## src/rtl/cpu_issue_scoreboard.sv

```systemverilog
// Register-hazard issue scoreboard. Holds a pre-decoded instruction until
// none of its source registers has a pending write, then moves it into a
// one-entry registered output slot. Each register has a small saturating
// pending-write counter, and a global count bounds the in-flight writes.
module cpu_issue_scoreboard #(
  parameter int REGISTER_COUNT  = 32,
  parameter int PENDING_WIDTH   = 2,
  parameter int MAX_OUTSTANDING = 8,
  parameter int DATA_WIDTH      = 96,
  localparam int IDX_W = $clog2(REGISTER_COUNT),
  localparam int OUT_W = $clog2(MAX_OUTSTANDING) + 1
) (
  input  logic                  i_clock,
  input  logic                  i_reset,
  input  logic                  i_valid,
  output logic                  o_ready,
  input  logic [IDX_W-1:0]      i_rs1,
  input  logic [IDX_W-1:0]      i_rs2,
  input  logic [IDX_W-1:0]      i_rd,
  input  logic [DATA_WIDTH-1:0] i_data,
  output logic                  o_valid,
  input  logic                  i_ready,
  output logic [IDX_W-1:0]      o_rd,
  output logic [DATA_WIDTH-1:0] o_data,
  input  logic                  i_wb_valid,
  input  logic [IDX_W-1:0]      i_wb_rd,
  input  logic                  i_flush,
  output logic [OUT_W-1:0]      o_outstanding,
  output logic                  o_error
);

  localparam logic [PENDING_WIDTH-1:0] CNT_MAX   = '1;
  localparam logic [PENDING_WIDTH-1:0] CNT_ONE   = PENDING_WIDTH'(1);
  localparam logic [OUT_W-1:0]         TOTAL_MAX = OUT_W'(MAX_OUTSTANDING);

  logic [PENDING_WIDTH-1:0] cnt [REGISTER_COUNT];
  logic [OUT_W-1:0]         total;

  logic wb_live, wb_hit, wb_err;
  logic busy1, busy2, rd_full, total_full, hazard;
  logic accept, inc;

  // A writeback only retires something when the target counter is nonzero;
  // a writeback to an idle register is a protocol error and changes nothing.
  assign wb_live = i_wb_valid && (i_wb_rd != '0);
  assign wb_hit  = wb_live && (cnt[i_wb_rd] != '0);
  assign wb_err  = wb_live && (cnt[i_wb_rd] == '0);

  // A source is busy unless its last pending write retires this very cycle,
  // which lets a same-cycle writeback release the dependent instruction.
  assign busy1 = (i_rs1 != '0) && (cnt[i_rs1] != '0) &&
                 !(wb_hit && (i_wb_rd == i_rs1) && (cnt[i_rs1] == CNT_ONE));
  assign busy2 = (i_rs2 != '0) && (cnt[i_rs2] != '0) &&
                 !(wb_hit && (i_wb_rd == i_rs2) && (cnt[i_rs2] == CNT_ONE));

  // Capacity checks: a same-cycle retirement frees the slot it needs.
  assign rd_full    = (i_rd != '0) && (cnt[i_rd] == CNT_MAX) &&
                      !(wb_hit && (i_wb_rd == i_rd));
  assign total_full = (i_rd != '0) && (total == TOTAL_MAX) && !wb_hit;

  assign hazard  = busy1 || busy2 || rd_full || total_full;
  assign o_ready = !hazard && (!o_valid || i_ready) && !i_flush;
  assign accept  = i_valid && o_ready;
  assign inc     = accept && (i_rd != '0);

  assign o_outstanding = total;

  // Per-register pending-write counters; accept and retire on the same
  // register cancel out.
  always_ff @(posedge i_clock) begin
    for (int r = 0; r < REGISTER_COUNT; r++) begin
      if (i_reset || i_flush) begin
        cnt[r] <= '0;
      end else if ((inc && (i_rd == IDX_W'(r))) != (wb_hit && (i_wb_rd == IDX_W'(r)))) begin
        if (inc && (i_rd == IDX_W'(r))) cnt[r] <= cnt[r] + CNT_ONE;
        else                            cnt[r] <= cnt[r] - CNT_ONE;
      end
    end
  end

  // Global outstanding-write count, same cancel rule as the per-register ones.
  always_ff @(posedge i_clock) begin
    if (i_reset || i_flush)  total <= '0;
    else if (inc && !wb_hit) total <= total + OUT_W'(1);
    else if (!inc && wb_hit) total <= total - OUT_W'(1);
  end

  // Sticky error; a writeback coinciding with a flush is discarded entirely.
  always_ff @(posedge i_clock) begin
    if (i_reset)                 o_error <= 1'b0;
    else if (wb_err && !i_flush) o_error <= 1'b1;
  end

  // One-entry issue slot; payload only changes on accept, so it stays
  // stable while the backend is stalling.
  always_ff @(posedge i_clock) begin
    if (i_reset) begin
      o_valid <= 1'b0;
      o_rd    <= '0;
      o_data  <= '0;
    end else if (i_flush) begin
      o_valid <= 1'b0;
    end else if (accept) begin
      o_valid <= 1'b1;
      o_rd    <= i_rd;
      o_data  <= i_data;
    end else if (i_ready) begin
      o_valid <= 1'b0;
    end
  end

endmodule

```

## config.mk

```make
export PLATFORM = sky130hd
export DESIGN_NAME = cpu_issue_scoreboard
export DESIGN_NICKNAME = d
export VERILOG_FILES = /design/src/rtl/cpu_issue_scoreboard.sv
export SDC_FILE = /design/constraint.sdc
export NUM_CORES = 1
export LEC_CHECK = 0
export BUFFER_PORTS_ARGS = -buffer_cell sky130_fd_sc_hd__buf_4
export CORE_AREA = 2 2 141 177
export DETAILED_ROUTE_END_ITERATION = 10
export DIE_AREA = 0 0 143 179
export PLACE_DENSITY_LB_ADDON = 0.2
export SLEW_MARGIN = 20
export SYNTH_ARGS = -nofsm -noshare
export SYNTH_HDL_FRONTEND = slang
export SYNTH_SLANG_ARGS = --single-unit
export TNS_END_PERCENT = 10
```

## constraint.sdc

```tcl
create_clock -name i_clock -period 6.15 [get_ports i_clock]
set_clock_uncertainty 0.2 [all_clocks]
set_input_delay 1.23 -clock i_clock [delete_from_list [all_inputs] [get_ports i_clock]]
set_output_delay 1.23 -clock i_clock [all_outputs]
set_load 0.05 [all_outputs]
```

Word-level counts from Yosys, hierarchy flattened
Memories as Yosys holds them, arrays and structs flattened.
Cells that the tools add are included.
{ "totals": {"register_bits": 107, "latchBits": 0, "ramBits": 64, "romBits": 0, "input_bits": 122, "output_inout_bits": 108, "wordCells": 678, "mem_count": 1} }
{ "memory_table": {"columns": ["name", "depth", "word_bits", "read_ports", "rd_ports_with_merged_regs", "write_ports", "line", "source"], "rows": [
  ["cnt", 32, 2, 36, 0, 32, "36", "logic [PENDING_WIDTH-1:0] cnt [REGISTER_COUNT];"]
]} }
{ "op_classes": {"n_addsub": 66, "multipliers": 0, "div_mod_pow": 0, "order_cmp": 0, "n_eq_ne": 101, "n_shift": 0, "muxes": 326, "n_bitwise": 65, "n_reduce_logical": 114} }
{ "ops": {"columns": ["cell", "count"], "rows": [
  ["1-bit two-way mux", 260],
  ["5-bit equality test (second input constant)", 32],
  ["2-bit two-way mux", 64],
  ["1-bit logical AND", 87],
  ["5-bit by 4-bit equality test with 1-bit output (second input constant)", 16],
  ["2-bit by 1-bit adder with 2-bit output (second input constant)", 32],
  ["1-bit bitwise OR", 64],
  ["2-bit by 1-bit subtractor with 2-bit output (second input constant)", 32],
  ["5-bit by 3-bit equality test with 1-bit output (second input constant)", 8],
  ["1-bit != test", 32],
  ["5-bit by 2-bit equality test with 1-bit output (second input constant)", 4],
  ["5-bit nonzero test", 4],
  ["5-bit equality test", 3],
  ["5-bit by 1-bit equality test with 1-bit output (second input constant)", 2],
  ["5-bit logical NOT", 2],
  ["2-bit nonzero test", 5],
  ["1-bit logical NOT", 8],
  ["4-bit two-way mux", 2],
  ["1-bit logical OR", 5],
  ["4-bit by 1-bit adder with 4-bit output (second input constant)", 1],
  ["2-bit by 1-bit equality test with 1-bit output (second input constant)", 2],
  ["4-bit equality test (second input constant)", 1],
  ["4-bit by 1-bit subtractor with 4-bit output (second input constant)", 1],
  ["2-bit equality test (second input constant)", 1],
  ["4 further kinds", 4]
]} }

Longest topological paths before layout
Gate-level depths: netlist of run 1.
{ "depth": {"word_depth": 22, "depth_mapped": 21, "ltp_nobuf": 17} }

Worst setup path after synthesis of run 1
OpenSTA, ideal clock, no wires.
{ "synth_path": {"path_type": "input-to-reg", "startpoint": "input port i_rs1[0]", "endpoint": "register total[3] (netlist: o_outstanding[3])", "setup_ps": 70, "arrival_time_ps": 5253, "required_time_ps": 5880, "setup_slack_ps": 627, "stages": 18, "path_buffers": 4, "cell_sequence": "buf_2 > buf_4 > mux4_2 > mux4_2 > nand2_1 > nand4b_4 > a2111oi_4 > buf_2 > buf_4 > and3_1 > ha_1 > inv_1 > ha_1 > a21o_1 > a21oi_1 > xnor2_1 > or3_1 > a21oi_1"} }
{ "synth_between": {"elab_chain_len": 16, "word_cells_on_any_way": 23, "classes_between": "eq/ne (2); mux (1); reduce/logical (19); memory (1)"} }
{ "synth_lines": {"columns": ["item", "line", "source"], "rows": [
  ["start, declared", "17", "input logic [IDX_W-1:0] i_rs1,"],
  ["memory 32 x 2 bit or 5-bit equality test (tied branches)", null, null],
  ["2-bit by 1-bit equality test with 1-bit output or 1-bit logical AND (tied branches)", "52", "!(wb_hit && (i_wb_rd == i_rs1) && (cnt[i_rs1] == CNT_ONE));"],
  ["1-bit logical AND", "52", null],
  ["1-bit logical NOT", "52", null],
  ["1-bit logical AND (*)", "51", "assign busy1 = (i_rs1 != '0) && (cnt[i_rs1] != '0) &&"],
  ["1-bit logical OR (*) (3 in a row)", "61", "assign hazard = busy1 || busy2 || rd_full || total_full;"],
  ["1-bit logical NOT (*)", "62", "assign o_ready = !hazard && (!o_valid || i_ready) && !i_flush;"],
  ["1-bit logical AND (*) (2 in a row)", "62", null],
  ["named net o_ready", "16", "output logic o_ready,"],
  ["1-bit logical AND (*)", "63", "assign accept = i_valid && o_ready;"],
  ["1-bit logical AND (*)", "64", "assign inc = accept && (i_rd != '0);"],
  ["1-bit logical NOT", "85", "else if (!inc && wb_hit) total <= total - OUT_W'(1);"],
  ["1-bit logical AND", "85", null],
  ["2-bit nonzero test (no source line)", null, null],
  ["end signal, assigned", "84", "else if (inc && !wb_hit) total <= total + OUT_W'(1);"],
  ["end signal, assigned", "85", null],
  ["end, declared", "37", "logic [OUT_W-1:0] total;"]
]} }
The timed path passes the listed nets; every way through them passes the cells marked *.
A chain may end at the register's enable or synchronous reset.

Worst setup path after layout of run 1
{ "layout_path": {"startpoint": "input port i_rd[1]", "endpoint": "output port o_ready"} }
{ "layout_between": {"elab_chain_len": 9, "word_cells_on_any_way": 15, "classes_between": "eq/ne (2); reduce/logical (12); memory (1)"} }
{ "layout_lines": {"columns": ["item", "line", "source"], "rows": [
  ["start, declared", "19", "input logic [IDX_W-1:0] i_rd,"],
  ["memory 32 x 2 bit or 5-bit equality test (tied branches)", null, null],
  ["2-bit equality test or 1-bit logical AND (tied branches)", "57, 58", null],
  ["1-bit logical AND or 1-bit logical NOT (tied branches)", "57, 58", null],
  ["1-bit logical AND", "57", "assign rd_full = (i_rd != '0) && (cnt[i_rd] == CNT_MAX) &&"],
  ["1-bit logical OR", "61", null],
  ["1-bit logical OR (*)", "61", null],
  ["1-bit logical NOT (*)", "62", null],
  ["1-bit logical AND (*) (2 in a row)", "62", null],
  ["end, declared", "16", null]
]} }
Every way passes the cells marked *; elsewhere a longest branch is shown, timed or not.

==> impl_metrics.py, run 1 <==
metrics = {
    "global_routing": {
        "grt-busiest-layer": "met2",
        "grtUsageMet1": 0.358,
        "grt_util_met3": 0.0836,
        "first_global_vias": 10100,
        "grt.met2_usage": 0.482,
        "grt.total_usage": 0.298,
        "antenna_found_initial": 1,
        "grt_pass1_wl_um": 57700,
        "grt_overflow": 0,
        "grt_max_degree": 138,
    },
    "synthesis": {
        "syn_inst": 1216,
        "synth-seq-cells": 171,
        "synth_edf_count": 64,
        "seq_area_frac_synth": 0.346,
        "avgSynthCellArea_um2": 9.66,
        "yosys_warnings": 0,
        "synth_cell_types": 77,
        "async_flop_share": 0,
        "synth_area_um2": 11700,
        "synth_top_flop_cell": "dfxtp_1",
    },
    "floorplanning": {
        "start_util": 0.487,
        "core_um2": 24100,
        "placementRows": 64,
        "io_pins": 230,
        "die_area_um2": 25600,
        "die_w_um": 143,
        "fp.dieH_um": 179,
    },
    "worst_setup_path": {
        "crit_arrival_ns": 4.13,
        "startpoint_type": "input pin",
        "setup.worst_path.class": "input pin to output port",
        "crit_path_end_kind": "output port",
        "cp_max_fo": 31,
        "cp.required_ns": 4.72,
    },
    "clocking": {
        "clk_pin_slew_worst_paths_ns": 0.06,
        "cts_buffer_depth": 2,
        "clkLatencyLatePin_ns": 0.44,
        "cts_resized": 0,
        "htree_levels": 4,
        "postCtsSetupRepairBufs": 0,
        "root_buffer": "clkbuf_16",
        "ctsHoldBuffers": 0,
        "cts_made_buffers": 17,
        "cts_tree": "done",
        "clock-sinks": 171,
    },
    "timing": {
        "rsz0062_at_grt": "false",
        "tightest_slew_ns": 1.10,
        "final.setup.tns_ns": 0,
        "max_freq_mhz": 180,
        "final_max_slew_viol_count": 0,
        "finalWorstPathRequiredPeriod_ns": 5.56,
        "relSlewSlack": 0.261,
        "finalSetupViolCount": 0,
        "whs_ns": 0.269,
        "hold_viol": 0,
        "timing.final.crit_share": 0.904,
    },
    "route": {
        "first_iter_violations": 936,
        "firstDrtPassIters": 7,
        "ant_nets": 0,
        "viasPerCell": 6.01,
        "totalWireLength_um": 38200,
        "drc": 0,
        "num_vias": 10400,
        "wire_per_inst_um": 22.1,
    },
    "final_layout": {
        "stdcell_count": 1731,
        "fillCellCount": 2135,
        "drive_gt1_frac": 0.254,
        "final_cell_mix": "246 x buf_4, 205 x nand2b_1, 115 x mux2i_1",
        "mostFrequentLayoutCell": "buf_4",
        "fin_nets": 1514,
        "diodes": 0,
        "area_growth_pct": 20.0,
    },
    "placed_design": {
        "place.gp.congestion": 1.01,
        "dp.cells": 1699,
        "dp_hpwl_um": 28200,
        "io_buffer_count": 229,
    },
    "pwr": {
        "p_total_mw": 3.13,
        "leakage_nw": 5.13,
        "pwr_density_cell_nw_per_um2": 222,
        "ir_drop_mv": 0.215,
    },
    "hold_path": {
        "worstHoldPathType": "flip-flop to flip-flop",
    },
    "job": {
        "drv_cap": 0,
    },
    "run_status": {
        "status": "finished, final reports clean",
    },
}
## layout make-up
| type | instances | area [um2] | share of cell area |
|---|---|---|---|
| Timing Repair Buffer | 248 | 1890 | 0.134 |
| Multi-Input combinational cell | 938 | 7060 | 0.501 |
| Clock inverter | 13 | 191 | 0.0136 |
| Clock buffer | 19 | 433 | 0.0307 |
| Tap cell | 330 | 413 | 0.0293 |
| Sequential cell | 171 | 4060 | 0.288 |
| Inverter | 12 | 45.0 | 0.00320 |
## power by group
part           total [mW]  switching [mW]  leakage [nW]  internal, mW
sequential           1.28          0.0593          1.58          1.22
combinational       0.670           0.405          3.27         0.265
clock                1.18           0.491         0.284         0.684
## through the flow
step | setup WS [ns] | util | area, um2
after floorplan | 0.627 | - | 11800
after global placement | 0.678 | 0.559 | 13500
after detailed placement | 0.596 | 0.559 | 13500
after CTS | 0.651 | 0.585 | 14100
after global routing | 0.385 | 0.585 | 14100
final | 0.590 | 0.585 | 14100
## critical path, stage by stage
cell	delay, ns
buf_4	0.33
mux4_2	0.56
nand2b_1	0.15
nand4_1	0.10
a21oi_1	0.11
nor3_1	0.46
o22ai_2	0.20
a2111oi_4	0.41
buf_4	0.31
buf_4	0.24
## worst paths after layout
kind	from	endpoint	slack (ns)	cells after the start
max	i_rd[1]	o_ready	0.59	10
max reg2reg	cnt[9][0]	o_outstanding[3]	1.63	16
min reg2reg	o_data[32]	o_data[32]	0.27	2
min	o_data[32]	o_data[32]	0.27	2
## logic make-up after synthesis
logic type | Yosys count | share of synthesized area
flops | 171 | 0.346
xor+xnor | 51 | 0.0380
compound gates | 175 | 0.107
simple gates | 545 | 0.268
fa+ha+maj | 4 | 0.00490
mux | 161 | 0.182
other cells | 1 | 0.000319
buf+inv | 108 | 0.0534
## state kept, by name, indices dropped and copies added, names as in the netlist
register and count:
cnt 64, o_data 96, o_error 1, o_outstanding 4, o_rd 5, o_valid 1
## routing by layer
layer,vias to the layer above,wire length (um)
li1,4799,-
met1,4892,14300
met2,584,18000
met3,126,3730
met4,2,2120
met5,-,13
## synthesized netlist by cell type (8+ instances only)
cell | number | share of area
mux4_2 | 42 | 0.081
nand2b_1 | 205 | 0.11
xnor2_1 | 20 | 0.015
o21a_1 | 13 | 0.0083
nor2b_1 | 9 | 0.0048
a211oi_1 | 13 | 0.0083
nor4_1 | 15 | 0.0080
o21ai_0 | 25 | 0.011
xor2_1 | 31 | 0.023
dfxtp_1 | 107 | 0.18
nor3_1 | 24 | 0.010
o211ai_1 | 17 | 0.011
nand3_1 | 47 | 0.020
nand4_1 | 35 | 0.019
buf_12 | 8 | 0.014
buf_4 | 11 | 0.0070
edfxtp_1 | 64 | 0.16
clkbuf_1 | 56 | 0.018
nor2_1 | 61 | 0.019
buf_2 | 13 | 0.0055
a21oi_1 | 38 | 0.016
nand3b_1 | 11 | 0.0070
a31oi_1 | 16 | 0.0085
and3_1 | 9 | 0.0048
inv_1 | 11 | 0.0035
mux2i_1 | 115 | 0.098
or3_1 | 26 | 0.014
nand2_1 | 58 | 0.019
Power figures use the tool's default switching activity.
==> inputs of run 2 (changes only) <==
- CORE_AREA: 2 2 141 177 -> 2 2 132 166
- DIE_AREA: 0 0 143 179 -> 0 0 134 168
==> impl_metrics.py, run 2 (synthesized netlist as in run 1, its figures left out) <==
metrics = {
    "final_layout": {
        "diodes": 0,
        "largestRegisters": "o_data: 96 flops, cnt: 64 flops, o_rd: 5 flops",
        "mostFrequentLayoutCell": "buf_4",
        "area_growth_pct": 19.0,
        "drive_gt1_frac": 0.251,
        "largest_reg_flops": 96,
        "top_register": "o_data",
        "final_cell_mix": "238 x buf_4, 205 x nand2b_1, 115 x mux2i_1",
        "fin_nets": 1506,
    },
    "worst_setup_path": {
        "crit_end": "o_ready",
        "r2r_setup_slack_ns": 1.64,
        "crit_top_cell": "buf_4",
        "cp_max_fo": 31,
        "critPathMaxStageDelay_ns": 0.55,
        "cpMaxStageDelayCell": "mux4_2",
        "reg2reg_to": "o_outstanding[3]",
        "r2r_cells": 16,
        "crit_path_end_kind": "output port",
        "r2r-start": "cnt[10][1]",
        "crit_arrival_ns": 4.14,
        "crit_start": "i_rd[1]",
        "crit_chain": "buf_4, mux4_2, nand2b_1, nand4_1, a21oi_1, nor3_1, o22ai_2, a2111oi_4, buf_4, buf_4",
        "startpoint_type": "input pin",
        "cp.required_ns": 4.72,
        "setup.worst_path.class": "input pin to output port",
    },
    "timing": {
        "hold_viol": 0,
        "finalWorstPathRequiredPeriod_ns": 5.57,
        "final.setup.tns_ns": 0,
        "setup_slack_ns": 0.578,
        "relSlewSlack": 0.227,
        "finalSetupViolCount": 0,
        "timing.final.crit_share": 0.906,
        "max_freq_mhz": 179,
        "tightest_slew_ns": 1.16,
        "final_max_slew_viol_count": 0,
        "rsz0062_at_grt": "false",
    },
    "clocking": {
        "cts_tree": "done",
        "clock-sinks": 171,
        "root_buffer": "clkbuf_16",
        "postCtsSetupRepairBufs": 0,
        "cts_resized": 0,
        "cts_made_buffers": 17,
        "clkLatencyLatePin_ns": 0.43,
        "ctsHoldBuffers": 0,
        "clk_pin_slew_worst_paths_ns": 0.07,
        "cts_buffer_depth": 2,
        "htree_levels": 4,
    },
    "route": {
        "num_vias": 10500,
        "wire_per_inst_um": 23.0,
        "firstDrtPassIters": 6,
        "drc": 0,
        "ant_nets": 0,
        "totalWireLength_um": 38500,
        "viasPerCell": 6.30,
        "first_iter_violations": 914,
    },
    "global_routing": {
        "grt.total_usage": 0.337,
        "grt_max_degree": 132,
        "first_global_vias": 10100,
        "antenna_found_initial": 0,
        "grt_pass1_wl_um": 58100,
        "grt_overflow": 0,
    },
    "pwr": {
        "ir_drop_mv": 0.197,
        "leakage_nw": 5.11,
        "p_seq_frac": 0.416,
        "power.internal_mw": 2.13,
        "swShare": 0.311,
        "p_comb_frac": 0.215,
        "p_clk_frac": 0.370,
        "pwr_density_cell_nw_per_um2": 221,
        "p_switching_mw": 0.962,
    },
    "placed_design": {
        "place.gp.congestion": 1.05,
        "io_buffer_count": 229,
        "pre_cts_slack_ns": 0.638,
        "dp_hpwl_um": 28500,
    },
    "floorplanning": {
        "placementRows": 60,
        "start_util": 0.557,
        "die_area_um2": 22500,
        "core_um2": 21100,
        "io_pins": 230,
        "die_w_um": 134,
        "fp.dieH_um": 168,
    },
    "hold_path": {
        "worstHoldPathType": "flip-flop to flip-flop",
    },
    "job": {
        "drv_cap": 0,
    },
    "run_status": {
        "status": "finished, final reports clean",
    },
}
## run 2: changes by cell type in the layout (fill, tap and decap cells not counted), moves of 2 or more
cell,delta
bufinv_16,-2
buf_4,-8
inv_6,+3
clkinvlp_4,-5
clkinv_8,+2
clkinv_2,+2
## run 2: worst min-delay path by stage
stage	cells after the start	to	slack [ns]	startpoint
final	2	o_data[37]	0.27	o_data[37]
after CTS	2	o_data[37]	0.28	o_data[37]
after detailed placement	2	o_data[65]	0.27	o_data[65]
after global placement	2	o_error	0.26	o_error
after floorplan	1	cnt[31][0]	0.41	cnt[31][0]
after global routing	2	o_data[71]	0.29	o_data[71]
## run 2: power groups by stage
stage          Sequential, mW  Combinational, mW  Clock [mW]
2_1_floorplan            1.38              0.372           0
3_3_place_gp             1.30              0.647           0
3_5_place_dp             1.31              0.654           0
4_1_cts                  1.28              0.657        1.15
5_1_grt                  1.29              0.698        1.19
6_report                 1.28              0.663        1.14
## run 2: layout make-up
type | instances | area [um2]
clock inverters | 12 | 155
repair buffers | 240 | 1830
fillers | 1749 | 7120
well taps | 279 | 349
inverters | 12 | 45.0
flip-flops and latches | 171 | 4060
clock buffers | 20 | 468
multi-input cells | 938 | 7060
## run 2: critical path: cells and delay by family
kind,cells,cell delay [ns]
buf+inv,3,0.91
simple gates,3,0.72
compound gates,3,0.71
mux,1,0.55
## run 2: metal layers
metal / GRT usage / wire length (um) / up-vias
met5: 0 / 0 / -
li1: - / - / 4798
met4: 0.172 / 1940 / 0
met3: 0.0684 / 3490 / 95
met1: 0.401 / 14300 / 5035
met2: 0.576 / 18800 / 601
## run 2: stage by stage
| step | util | instance area [um2] | hold slack, ns | power [mW] | instances |
|---|---|---|---|---|---|
| after detailed placement | 0.633 | 13300 | 0.265 | 1.96 | 1640 |
| final | 0.662 | 14000 | 0.271 | 3.09 | 1672 |
| after CTS | 0.662 | 14000 | 0.275 | 3.09 | 1672 |
| after global placement | 0.633 | 13300 | 0.256 | 1.95 | 1640 |
| after floorplan | - | 11800 | 0.411 | 1.75 | 1217 |
| after global routing | 0.662 | 14000 | 0.291 | 3.17 | 1672 |
==> inputs of run 3 (changes only) <==
- ABC_AREA: default -> 1
- CORE_AREA: 2 2 132 166 -> 2 2 131 165
- DIE_AREA: 0 0 134 168 -> 0 0 133 167
==> impl_metrics.py, run 3 <==
metrics = {
    "clocking": {
        "ctsHoldBuffers": 0,
        "cts_resized": 0,
        "clock-sinks": 171,
        "htree_levels": 4,
        "cts_buffer_depth": 2,
        "clk_pin_slew_worst_paths_ns": 0.07,
        "cts_tree": "done",
        "cts_made_buffers": 17,
        "root_buffer": "clkbuf_16",
        "postCtsSetupRepairBufs": 0,
        "clkLatencyLatePin_ns": 0.45,
    },
    "placed_design": {
        "dp_hpwl_um": 29100,
        "dp.cells": 2182,
        "pre_cts_slack_ns": 0.699,
        "placed_area_um2": 12900,
        "place.gp.congestion": 1.03,
        "io_buffer_count": 229,
    },
    "timing": {
        "relSlewSlack": 0.322,
        "max_freq_mhz": 191,
        "setup_slack_ns": 0.917,
        "final_max_slew_viol_count": 0,
        "tightest_slew_ns": 1.02,
        "rsz0062_at_grt": "false",
        "finalSetupViolCount": 0,
        "whs_ns": 0.264,
        "hold_viol": 0,
        "finalWorstPathRequiredPeriod_ns": 5.23,
        "timing.final.crit_share": 0.851,
        "final.setup.tns_ns": 0,
    },
    "pwr": {
        "p_comb_frac": 0.200,
        "p_switching_mw": 1.02,
        "swShare": 0.341,
        "leakage_nw": 5.74,
        "p_total_mw": 2.99,
        "pwr_density_cell_nw_per_um2": 221,
        "power.internal_mw": 1.97,
        "p_clk_frac": 0.370,
        "ir_drop_mv": 0.169,
        "p_seq_frac": 0.429,
    },
    "final_layout": {
        "stdcell_count": 2214,
        "largestRegisters": "o_data: 96 flops, cnt: 64 flops, o_rd: 5 flops",
        "top_register": "o_data",
        "fin_nets": 2053,
        "largest_reg_flops": 96,
        "diodes": 0,
        "area_growth_pct": 19.2,
        "final_util": 0.657,
        "stdcell_area_um2": 13500,
        "mostFrequentLayoutCell": "nand2_1",
        "drive_gt1_frac": 0.158,
        "final_cell_mix": "624 x nand2_1, 240 x buf_4, 179 x nand3_1",
    },
    "run_status": {
        "status": "finished, final reports clean",
    },
    "synthesis": {
        "synth_top_area_frac": 0.206,
        "syn_inst": 1768,
        "avgSynthCellArea_um2": 6.42,
        "synth-seq-cells": 171,
        "yosys.area.top_type": "nand2_1",
        "seq_area_frac_synth": 0.358,
        "yosysMostFrequentCell": "nand2_1",
        "synth_commonest_cells": "624 x nand2_1, 179 x nand3_1, 170 x a21oi_1",
        "synth_cell_types": 40,
        "synth_edf_count": 64,
        "synth_area_um2": 11400,
        "async_flop_share": 0,
        "yosys_warnings": 0,
        "synth_top_flop_cell": "dfxtp_1",
        "yosys-top-cells-area": "nand2_1 21%, dfxtp_1 19%, edfxtp_1 17%",
    },
    "floorplanning": {
        "io_pins": 230,
        "start_util": 0.551,
        "placementRows": 59,
        "fp.dieH_um": 167,
        "die_w_um": 133,
        "core_um2": 20600,
        "die_area_um2": 22200,
    },
    "global_routing": {
        "antenna_found_initial": 0,
        "grt_pass1_wl_um": 63500,
        "grt_max_degree": 99,
        "grt_overflow": 0,
        "first_global_vias": 11400,
        "grt.total_usage": 0.366,
    },
    "route": {
        "viasPerCell": 5.75,
        "first_iter_violations": 1452,
        "wire_per_inst_um": 18.8,
        "drc": 0,
        "firstDrtPassIters": 7,
        "ant_nets": 0,
        "num_vias": 12700,
        "totalWireLength_um": 41500,
    },
    "worst_setup_path": {
        "cp_max_fo": 39,
        "setup.worst_path.class": "input pin to output port",
        "crit_top_cell": "nand2_1",
        "critPathMaxStageDelay_ns": 0.37,
        "crit_chain": "buf_4, inv_1, nand2_2, nor2_1, nor2_1, nand2_1, nand2_1, nand2_1, nor2_1, nand2_1, nand2_2, nor2_4, nand2_1, nand2_1, nand3_1, inv_1, buf_4",
        "cp.required_ns": 4.72,
        "timing.critical_path.buf_inv": 4,
        "cpMaxStageDelayCell": "buf_4",
        "crit_arrival_ns": 3.80,
        "crit_path_end_kind": "output port",
        "startpoint_type": "input pin",
        "cp_top_family": "simple AND/OR/NAND/NOR gates",
    },
    "hold_path": {
        "worstHoldPathType": "flip-flop to flip-flop",
    },
    "job": {
        "drv_cap": 0,
    },
}
run 3: cell count changes after synthesis, sizes merged, moves of 17 or more:
cell    previous run  this run
inv               12       161
nand2b           205         0
buf               40        69
or3               26         0
a21oi             38       170
mux4              42         0
o21ai             27        81
xor2              31        14
clkbuf            56        32
nor4              18         1
nand3             48       180
mux2i            115         0
nand2             58       628
nor2              61       150
run 3: final cells by class:
type | instances | area [um2]
Multi-Input combinational cell | 1335 | 6110
Fill cell | 1917 | 7070
Sequential cell | 171 | 4060
Clock inverter | 15 | 173
Clock buffer | 17 | 425
Tap cell | 274 | 343
Timing Repair Buffer | 240 | 1800
Inverter | 162 | 608
run 3: worst min-delay path, delay by kind of cell (launching register included):
family	cells	cell delay, ns
AO/OA/AOI/OAI	1	0.05
flip-flops	1	0.31
AND/OR/NAND/NOR	1	0.06
run 3: metal layers:
layer	track usage	wire [um]	vias up	share of wire
li1	-	-	6056	-
met1	0.453	15900	5745	0.38
met2	0.604	19200	770	0.46
met3	0.0636	4070	163	0.098
met4	0.202	2450	0	0.059
met5	0	0	-	0
run 3: logic make-up after synthesis:
logic type	synth area share
adder cells (fa/ha/maj)	0.00507
AO/OA/AOI/OAI	0.121
AND/OR/NAND/NOR	0.384
other	0.000330
XOR/XNOR	0.0262
buffers and inverters	0.105
flip-flops	0.358
run 3: final timing paths:
kind,startpoint,endpoint,slack (ns),cells past startpoint
worst max-delay path,i_wb_rd[0],o_ready,0.92,17
worst min-delay path,o_data[53],o_data[53],0.26,2
worst max register to register,cnt[3][0],o_outstanding[3],2.15,22
worst min register to register,o_data[53],o_data[53],0.26,2
run 3: power by group through the flow:
stage	Sequential [mW]	Clock [mW]	Combinational [mW]
after CTS	1.28	1.12	0.585
after floorplan	1.36	0	0.322
after detailed placement	1.31	0	0.581
after global routing	1.29	1.16	0.645
final	1.28	1.11	0.599
after global placement	1.31	0	0.578
